`config.mk`:
```
export PLATFORM = sky130hd
export DESIGN_NAME = uart_led_frame_rx
export DESIGN_NICKNAME = d
export VERILOG_FILES = /design/src/rtl/uart_led_frame_rx.sv
export SDC_FILE = /design/constraint.sdc
export NUM_CORES = 1
export LEC_CHECK = 0
export BUFFER_PORTS_ARGS = -buffer_cell sky130_fd_sc_hd__buf_2
export CAP_MARGIN = 20
export CELL_PAD_IN_SITES_DETAIL_PLACEMENT = 0
export CELL_PAD_IN_SITES_GLOBAL_PLACEMENT = 2
export CORE_ASPECT_RATIO = 0.75
export CORE_MARGIN = 1.5
export CORE_UTILIZATION = 35
export DETAILED_ROUTE_END_ITERATION = 10
export GPL_TIMING_DRIVEN = 0
export PLACE_DENSITY_LB_ADDON = 0.1
export SYNTH_ARGS = -nofsm -noshare
export SYNTH_HDL_FRONTEND = slang
export SYNTH_SLANG_ARGS = --single-unit
export TNS_END_PERCENT = 30
```
`constraint.sdc`:
```
create_clock -name clk -period 1.7 [get_ports clk]
set_clock_uncertainty 0.05 [all_clocks]
set_input_delay 0.085 -clock clk [delete_from_list [all_inputs] [get_ports clk]]
set_output_delay 0.085 -clock clk [all_outputs]
set_load 0.01 [all_outputs]
```
`src/rtl/uart_led_frame_rx.sv`:
```
// UART 8N1 receiver and 4-byte frame parser (0xA5 + 3 pattern bytes) driving a 24-LED register.
// Optional UART_ACK_EN: transmit 0x06 on tx after each completed frame; otherwise tx is tied high.
module uart_led_frame_rx #(
  parameter int CLKS_PER_BIT = 104,
  parameter int IDLE_TIMEOUT = 12000
) (
  input  logic        clk,
  input  logic        rst,
  input  logic        rx,
  output logic        tx,
  output logic [23:0] leds,
  output logic        leds_strobe,
  output logic        frame_err
);

  localparam int CW = $clog2(CLKS_PER_BIT);
  localparam logic [CW-1:0] BIT_LAST  = CW'(CLKS_PER_BIT - 1);
  localparam logic [CW-1:0] HALF_LAST = CW'(CLKS_PER_BIT / 2 - 1);
  localparam int TW = $clog2(IDLE_TIMEOUT + 1);
  localparam logic [TW-1:0] TO_LIMIT = TW'(IDLE_TIMEOUT);

  typedef enum logic [1:0] {RX_IDLE, RX_START, RX_DATA, RX_STOP} rx_state_t;
  typedef enum logic [1:0] {P_HUNT, P_B0, P_B1, P_B2} p_state_t;

  // Handshake: byte_valid is a 1-cycle pulse with rx_byte stable in that cycle;
  // the parser has no back-pressure and must consume it immediately.
  logic            rx_meta, rx_s;
  rx_state_t       rx_state, rx_state_n;
  logic [CW-1:0]   cnt;
  logic [2:0]      bit_idx;
  logic [7:0]      rx_byte;
  logic            byte_valid, stop_err;
  p_state_t        p_state, p_state_n;
  logic [15:0]     shadow;
  logic [TW-1:0]   to_cnt;
  logic            timeout_hit, frame_done;

  always_ff @(posedge clk) begin
    if (rst) begin
      rx_meta <= 1'b1;
      rx_s    <= 1'b1;
    end else begin
      rx_meta <= rx;
      rx_s    <= rx_meta;
    end
  end

  always_ff @(posedge clk) begin
    if (rst) rx_state <= RX_IDLE;
    else     rx_state <= rx_state_n;
  end

  always_comb begin
    rx_state_n = rx_state;
    case (rx_state)
      RX_IDLE:  if (!rx_s) rx_state_n = RX_START;
      RX_START: if (cnt == HALF_LAST) rx_state_n = rx_s ? RX_IDLE : RX_DATA;
      RX_DATA:  if (cnt == BIT_LAST && bit_idx == 3'd7) rx_state_n = RX_STOP;
      RX_STOP:  if (cnt == BIT_LAST) rx_state_n = RX_IDLE;
      default:  rx_state_n = RX_IDLE;
    endcase
  end

  // Stop bit is judged at its centre; the FSM rearms without waiting for its end.
  always_ff @(posedge clk) begin
    if (rst) begin
      cnt        <= '0;
      bit_idx    <= '0;
      rx_byte    <= '0;
      byte_valid <= 1'b0;
      stop_err   <= 1'b0;
    end else begin
      byte_valid <= 1'b0;
      stop_err   <= 1'b0;
      case (rx_state)
        RX_IDLE: begin
          cnt     <= '0;
          bit_idx <= '0;
        end
        RX_START: cnt <= (cnt == HALF_LAST) ? '0 : cnt + 1'b1;
        RX_DATA: begin
          if (cnt == BIT_LAST) begin
            cnt     <= '0;
            rx_byte <= {rx_s, rx_byte[7:1]};
            bit_idx <= bit_idx + 1'b1;
          end else begin
            cnt <= cnt + 1'b1;
          end
        end
        RX_STOP: begin
          if (cnt == BIT_LAST) begin
            cnt        <= '0;
            byte_valid <= rx_s;
            stop_err   <= !rx_s;
          end else begin
            cnt <= cnt + 1'b1;
          end
        end
        default: cnt <= '0;
      endcase
    end
  end

  always_ff @(posedge clk) begin
    if (rst) p_state <= P_HUNT;
    else     p_state <= p_state_n;
  end

  // A byte or framing error in the same cycle pre-empts the timeout.
  always_comb begin
    timeout_hit = (p_state != P_HUNT) && (to_cnt == TO_LIMIT) &&
                  (rx_state == RX_IDLE) && !byte_valid && !stop_err;
    frame_done  = byte_valid && (p_state == P_B2);
    p_state_n   = p_state;
    if (stop_err) begin
      p_state_n = P_HUNT;
    end else if (byte_valid) begin
      case (p_state)
        P_HUNT:  if (rx_byte == 8'hA5) p_state_n = P_B0;
        P_B0:    p_state_n = P_B1;
        P_B1:    p_state_n = P_B2;
        default: p_state_n = P_HUNT;
      endcase
    end else if (timeout_hit) begin
      p_state_n = P_HUNT;
    end
  end

  always_ff @(posedge clk) begin
    if (rst) begin
      leds        <= '0;
      leds_strobe <= 1'b0;
      frame_err   <= 1'b0;
      shadow      <= '0;
      to_cnt      <= '0;
    end else begin
      leds_strobe <= frame_done;
      frame_err   <= stop_err | timeout_hit;
      if (frame_done) leds <= {rx_byte, shadow};
      if (byte_valid && p_state == P_B0) shadow[7:0]  <= rx_byte;
      if (byte_valid && p_state == P_B1) shadow[15:8] <= rx_byte;
      if (byte_valid || p_state == P_HUNT) to_cnt <= '0;
      else if (to_cnt != TO_LIMIT)         to_cnt <= to_cnt + 1'b1;
    end
  end

`ifdef UART_ACK_EN
  localparam logic [9:0] ACK_FRAME = {1'b1, 8'h06, 1'b0};
  logic          tx_busy;
  logic [CW-1:0] tx_cnt;
  logic [3:0]    tx_bit;
  logic [9:0]    tx_sh;

  // Strobes arriving while busy are dropped so a running ack is never restarted.
  always_ff @(posedge clk) begin
    if (rst) begin
      tx      <= 1'b1;
      tx_busy <= 1'b0;
      tx_cnt  <= '0;
      tx_bit  <= '0;
      tx_sh   <= '1;
    end else if (!tx_busy) begin
      if (leds_strobe) begin
        tx_busy <= 1'b1;
        tx      <= ACK_FRAME[0];
        tx_sh   <= ACK_FRAME;
        tx_cnt  <= '0;
        tx_bit  <= '0;
      end
    end else if (tx_cnt == BIT_LAST) begin
      tx_cnt <= '0;
      if (tx_bit == 4'd9) begin
        tx_busy <= 1'b0;
        tx      <= 1'b1;
      end else begin
        tx_bit <= tx_bit + 1'b1;
        tx     <= tx_sh[1];
        tx_sh  <= {1'b1, tx_sh[9:1]};
      end
    end else begin
      tx_cnt <= tx_cnt + 1'b1;
    end
  end
`else
  assign tx = 1'b1;
`endif

endmodule

```
==> run metrics, run 1 <==
ys flop type dfxtp_1; Worst-path clk slew 0.06 ns; reg2reg end to_cnt[3]; Worst Setup Start Kind flop; largest net degree at the start of global routing 13; Post-synth EDFFs 0; via count 2,620; Routed WL 7270 microns; Seq. cell area 1640 sq um; Vias/cell 4.73; gpl congestion 0.784; Clock Tree Buf Depth 2; area leader, netlist dfxtp_1; uppermost routed layer met4; Hold WC Path Type input pin to flop; Fillers 975; Initial Util 0.361; initial antenna violation count 0; Warnings, synthesis 0; Mapped Cells 385; hold_sp rst; top fanout value on the critical path 10; top-area cell type share of the netlist area 0.501; row count 30; vias in the first global route 2,317; Critical Path Source p_state[0]; PD cells 1020 nW/um^2; Final Hold Fails 0; diode count 0; status complete, no violations; Core ar. 9080 sq um; critical path capture point type flop; Worst Path Required 1.92 ns; Least-Margin Pin Slew 0.543 ns; TNS Setup 0 ns; RSZ-0062 raised after global routing true; number of DRC markers in iteration 0 88; DRT Pass-1 Iters 4; Worst Reg-to-Reg Cells 5; Die Y 86.8 microns; TritonCTS buffer count 9; mean post-synth cell area 8.52 sq um; die area 9970 sq um; worst hold stages 2; Period minus WS final 1.64 ns; H-tree depth 3; ANT nets after route 0; synth top area cells dfxtp_1, nand2_1, a21oi_1; Max Freq 610 MHz; Slew Viols, Final 0; first-pass GRT wire length 11,900 microns; Max transition margin 0.638; reg2reg setup slack 0.06 ns; Pleak 1.45 nW; DR WL/cell 13.1 microns; Root Driver clkbuf_16; TritonCTS clock tree yes; R2R Path Start p_state[0]; sequential fraction of the synthesis area 0.501; asr flop ratio synth 0; layout cells sized above 1 0.136; DR WL met3 256 microns; library cells used by synthesis 44; NumNets Final 434; Hold Path End byte_valid; Final Cycle Share 0.964; synthesis-to-layout area growth 19.0%; Synth Net Count 397; Multi-input gate area 1520 sq um; Worst-Skew Late Latency 0.34 ns; critical path class flop to flop; I/O pins 30; met1 WL 4140 microns; count of final setup violators 0; Met2 Wirelength 2810 microns; DP Wirelength 5050 microns; Cell Area, Synth 3280 sq um; FF+latch count, synth 82; Die Span X 115 microns; Max-Cap Viols 0; Setup Fix Bufs, Post-CTS 0; peak supply drop 499 uV; Overflow after GRT 0; DRC 0; Total GRT Usage 0.157; Data arrival, critical path 1.86 ns; Core Util, Final 0.430; clock sinks 82; PortBufs 27
through the flow:
stage	power (mW)	cells	setup slack (ns)	hold slack, ns	area, sq um
after floorplan	2.01	385	0.188	0.139	3280
after global placement	2.02	540	-0.0743	0.217	3570
after detailed placement	2.02	540	-0.115	0.219	3570
after CTS	4.02	556	0.00937	0.192	3900
after global routing	4.11	554	-0.0723	0.243	3900
final	3.97	554	0.0604	0.172	3900
cell type report:
| type | count | area share |
|---|---|---|
| Buffer | 20 | 0.0263 |
| Clock buffer | 13 | 0.0692 |
| Clock inverter | 2 | 0.00897 |
| Inverter | 8 | 0.00769 |
| Multi-Input combinational cell | 273 | 0.389 |
| Sequential cell | 82 | 0.421 |
| Tap cell | 128 | 0.0410 |
| Timing Repair Buffer | 28 | 0.0372 |
state kept, by name (all words and copies together), names as in the netlist, named ones only:
register and count:
bit_idx 3, byte_valid 1, cnt 7, frame_err 1, leds 24, leds_strobe 1
p_state 2, rx_byte 8, rx_meta 1, rx_s 1, rx_state 1, shadow 16
stop_err 1, to_cnt 14
cells in the final DEF (no fill, tap or decap), drive strengths merged, types with 2 or more instances in the layout:
cell / instances
nor4b: 2
nand2: 81
xnor2: 7
mux2i: 9
nand3: 22
nand4b: 4
nor2: 31
nor4: 2
and4bb: 2
o21ai: 7
dfxtp: 82
nand4: 4
inv: 8
and3: 3
buf: 33
clkbuf: 27
o21bai: 2
a21oi: 51
nand2b: 2
or3: 4
and2: 4
xor2: 7
ha: 9
or2: 3
nor3: 2
report_power, final:
group          internal [mW]  leakage (nW)  switching [mW]
clock network           1.25         0.152           0.737
registers               1.93         0.661         0.00312
logic                 0.0154         0.641          0.0379
total                   3.19          1.45           0.778
cells by family (layout without fill, tap and decap cells):
kind of cell / Yosys count / after routing / synth area share
mux: 9 / 9 / 0.0275
compound gates: 68 / 68 / 0.114
simple gates: 172 / 172 / 0.246
xor+xnor: 14 / 14 / 0.0374
fa+ha+maj: 9 / 9 / 0.0343
other cells: 1 / 1 / 0.00114
buf+inv: 30 / 71 / 0.0389
flops: 82 / 82 / 0.501
critical path, cell delays in order (launching register included):
cell and delay, ns:
dfxtp_1 0.39, inv_1 0.09, ha_1 0.25, or3_1 0.48, clkbuf_8 0.21, nor2_1 0.11
timing repair:
item,4_1_cts,5_1_grt
resized for setup,3,7
hold endpoints to repair,1,0
gates cloned,0,0
setup endpoints to repair,10,40
pin swaps,0,0
hold buffers,1,0
Yosys cell counts (all sizes together), types with 3 or more instances:
master / count
buf: 6
and2: 4
nand2: 81
or2: 3
or3: 4
nand3: 22
xnor2: 7
nand4: 4
nor2: 31
o21ai: 7
ha: 9
mux2i: 9
clkbuf: 16
and3: 3
a21oi: 51
dfxtp: 82
inv: 8
nand4b: 4
xor2: 7
per-layer routing:
metal	track usage	vias to the layer above
met5	0	-
met4	0.0572	0
met3	0.0462	5
met2	0.208	40
met1	0.236	1206
li1	-	1369
how the worst max path moves through the flow:
stage                     slack (ns)        end  cells after the start
final                           0.06  to_cnt[3]                      5
after detailed placement       -0.12  to_cnt[3]                      6
after global routing           -0.07   leds[17]                      5
after floorplan                 0.19  to_cnt[0]                      6
after global placement         -0.07  to_cnt[9]                      6
after CTS                      0.009  to_cnt[3]                      6
Power figures use the tool's default switching activity.
==> run 2, diff against run 1 <==
Settings changed: CORE_ASPECT_RATIO 0.75 to 1.5.
==> run metrics, run 2 (synthesized netlist as in run 1, its figures left out) <==
layout cells sized above 1 0.152 (+0.0154); TritonCTS clock tree yes; top fanout value on the critical path 6 (-4); Least-Margin Pin Slew 0.551 ns (+0.00875 ns); ANT nets after route 0 (unchanged); H-tree depth 3 (unchanged); initial antenna violation count 0 (unchanged); Max Freq 630 MHz (+3.4%); status complete, no violations; via count 2,635 (+0.57%); row count 43 (+43%); DR WL/cell 13.2 microns (+0.76%); Seq. cell area 1640 sq um (+0.15%); clock sinks 82 (unchanged); number of DRC markers in iteration 0 94 (+6.8%); die area 9970 sq um (about the same); Fillers 956 (-1.9%); Largest regs leds x24, shadow x16, to_cnt x14; critical path class flop to flop; Final WS setup 0.114 ns (+0.0533 ns); Worst-path clk slew 0.06 ns (about the same); Worst Path Required 1.87 ns (-0.05 ns); commonest cells after routing, fill and taps aside nand2_1, dfxtp_1, a21oi_1; DRC 0 (unchanged); DP Wirelength 4950 microns (-1.9%); Total GRT Usage 0.166 (+0.00894); Root Driver clkbuf_16; Final Hold Fails 0 (unchanged); Core ar. 9200 sq um (+1.3%); Pleak 1.48 nW (+1.7%); Hold WC Path Type input pin to flop; Max transition margin 0.632 (-0.00583); Max-Cap Viols 0 (unchanged); commonest non-fill, non-tap cell in the layout nand2_1; Overall Power 4.19 mW (+5.6%); I/O pins 30 (unchanged); count of final setup violators 0 (unchanged); Worst-Skew Late Latency 0.34 ns (about the same); Worst Setup Start Kind flop; Clock Tree Buf Depth 2 (unchanged); Die Y 122 microns (+40%); placed insts 524 (-3.0%); Multi-input gate area 1520 sq um (unchanged); Biggest register leds; gpl congestion 0.740 (-5.6%); DRT Pass-1 Iters 4 (unchanged); NumNets Final 437 (+0.69%); Initial Util 0.356 (-0.00457); Vias/cell 4.87 (+3.0%); Routed WL 7160 microns (-1.6%); largest net degree at the start of global routing 14 (+1); critical path capture point type flop; diode count 0 (unchanged); final std cells w/o fill 541 (-2.3%); RSZ-0062 raised after global routing true; pre-CTS WS -0.0673 ns (+0.0482 ns); PD cells 1060 nW/um^2 (+4.7%); Slew Viols, Final 0 (unchanged); max reg flops 24 (unchanged); Min Hold Slack 0.177 ns (+0.00425 ns); Data arrival, critical path 1.76 ns (-0.10 ns); synthesis-to-layout area growth 20.1%; Overflow after GRT 0 (unchanged); Period minus WS final 1.59 ns (-0.0533 ns); Final Cycle Share 0.933 (-0.0313); PortBufs 27 (unchanged); vias in the first global route 2,514 (+8.5%); peak supply drop 708 uV (+42%); TritonCTS buffer count 9 (unchanged); first-pass GRT wire length 12,400 microns (+4.2%); Die Span X 82.0 microns (-29%)
[run 2: changes by cell type in the layout (fill, tap and decap cells not counted)]
cell / change
buf_4: +3
bufinv_16: +2
clkbuf_1: -2
clkbuf_2: +2
clkbuf_8: -3
clkinvlp_4: +1
dfxtp_1: -2
dfxtp_2: +2
o21ai_0: -1
o21ai_1: +1
[run 2: critical path: stages, from the launching register on]
cell and delay [ns]:
dfxtp_1 0.38, or4b_1 0.55, o21ai_0 0.24, o2bb2ai_1 0.15, o22ai_1 0.09
[run 2: worst paths after layout]
check | slack, ns | start | end | cells past startpoint
worst max register to register | 0.11 | rx_byte[3] | p_state[1] | 4
worst min register to register | 0.36 | rx_meta | rx_s | 1
worst min-delay path | 0.18 | rst | byte_valid | 2
worst max-delay path | 0.11 | rx_byte[3] | p_state[1] | 4
[run 2: power by group]
| group | internal (mW) | switching [mW] |
|---|---|---|
| Combinational | 0.0154 | 0.0379 |
| Clock | 1.46 | 0.744 |
| Sequential | 1.93 | 0.00290 |
| Total | 3.40 | 0.784 |
[run 2: area by class of cell]
class                           instances  share of cell area
Buffer                                 21              0.0261
Clock buffer                           10              0.0607
Clock inverter                          5              0.0261
Inverter                                8             0.00763
Multi-Input combinational cell        273               0.386
Sequential cell                        82               0.418
Tap cell                              112              0.0356
Timing Repair Buffer                   30              0.0407
[run 2: layer usage]
layer | up-vias | share of wire | routed length (microns) | track usage
met2 | 38 | 0.48 | 3460 | 0.257
met5 | - | 0 | 0 | 0
met1 | 1203 | 0.47 | 3350 | 0.215
li1 | 1385 | - | - | -
met3 | 9 | 0.034 | 243 | 0.0360
met4 | 0 | 0.015 | 108 | 0.0794
[run 2: timing repair]
action,in CTS,in global routing
hold endpoints to repair,1,0
gates resized for setup,3,14
buffers inserted,0,2
pin swaps,0,1
endpoints found under the setup margin,14,41
hold buffers,1,0
[run 2: per-stage QoR]
stage	setup TNS (ns)	utilization	instance area [sq um]
after floorplan	0	-	3280
after global placement	-0.634	0.386	3550
after detailed placement	-0.622	0.386	3550
after CTS	0	0.425	3910
after global routing	-0.0331	0.428	3940
final	0	0.428	3940
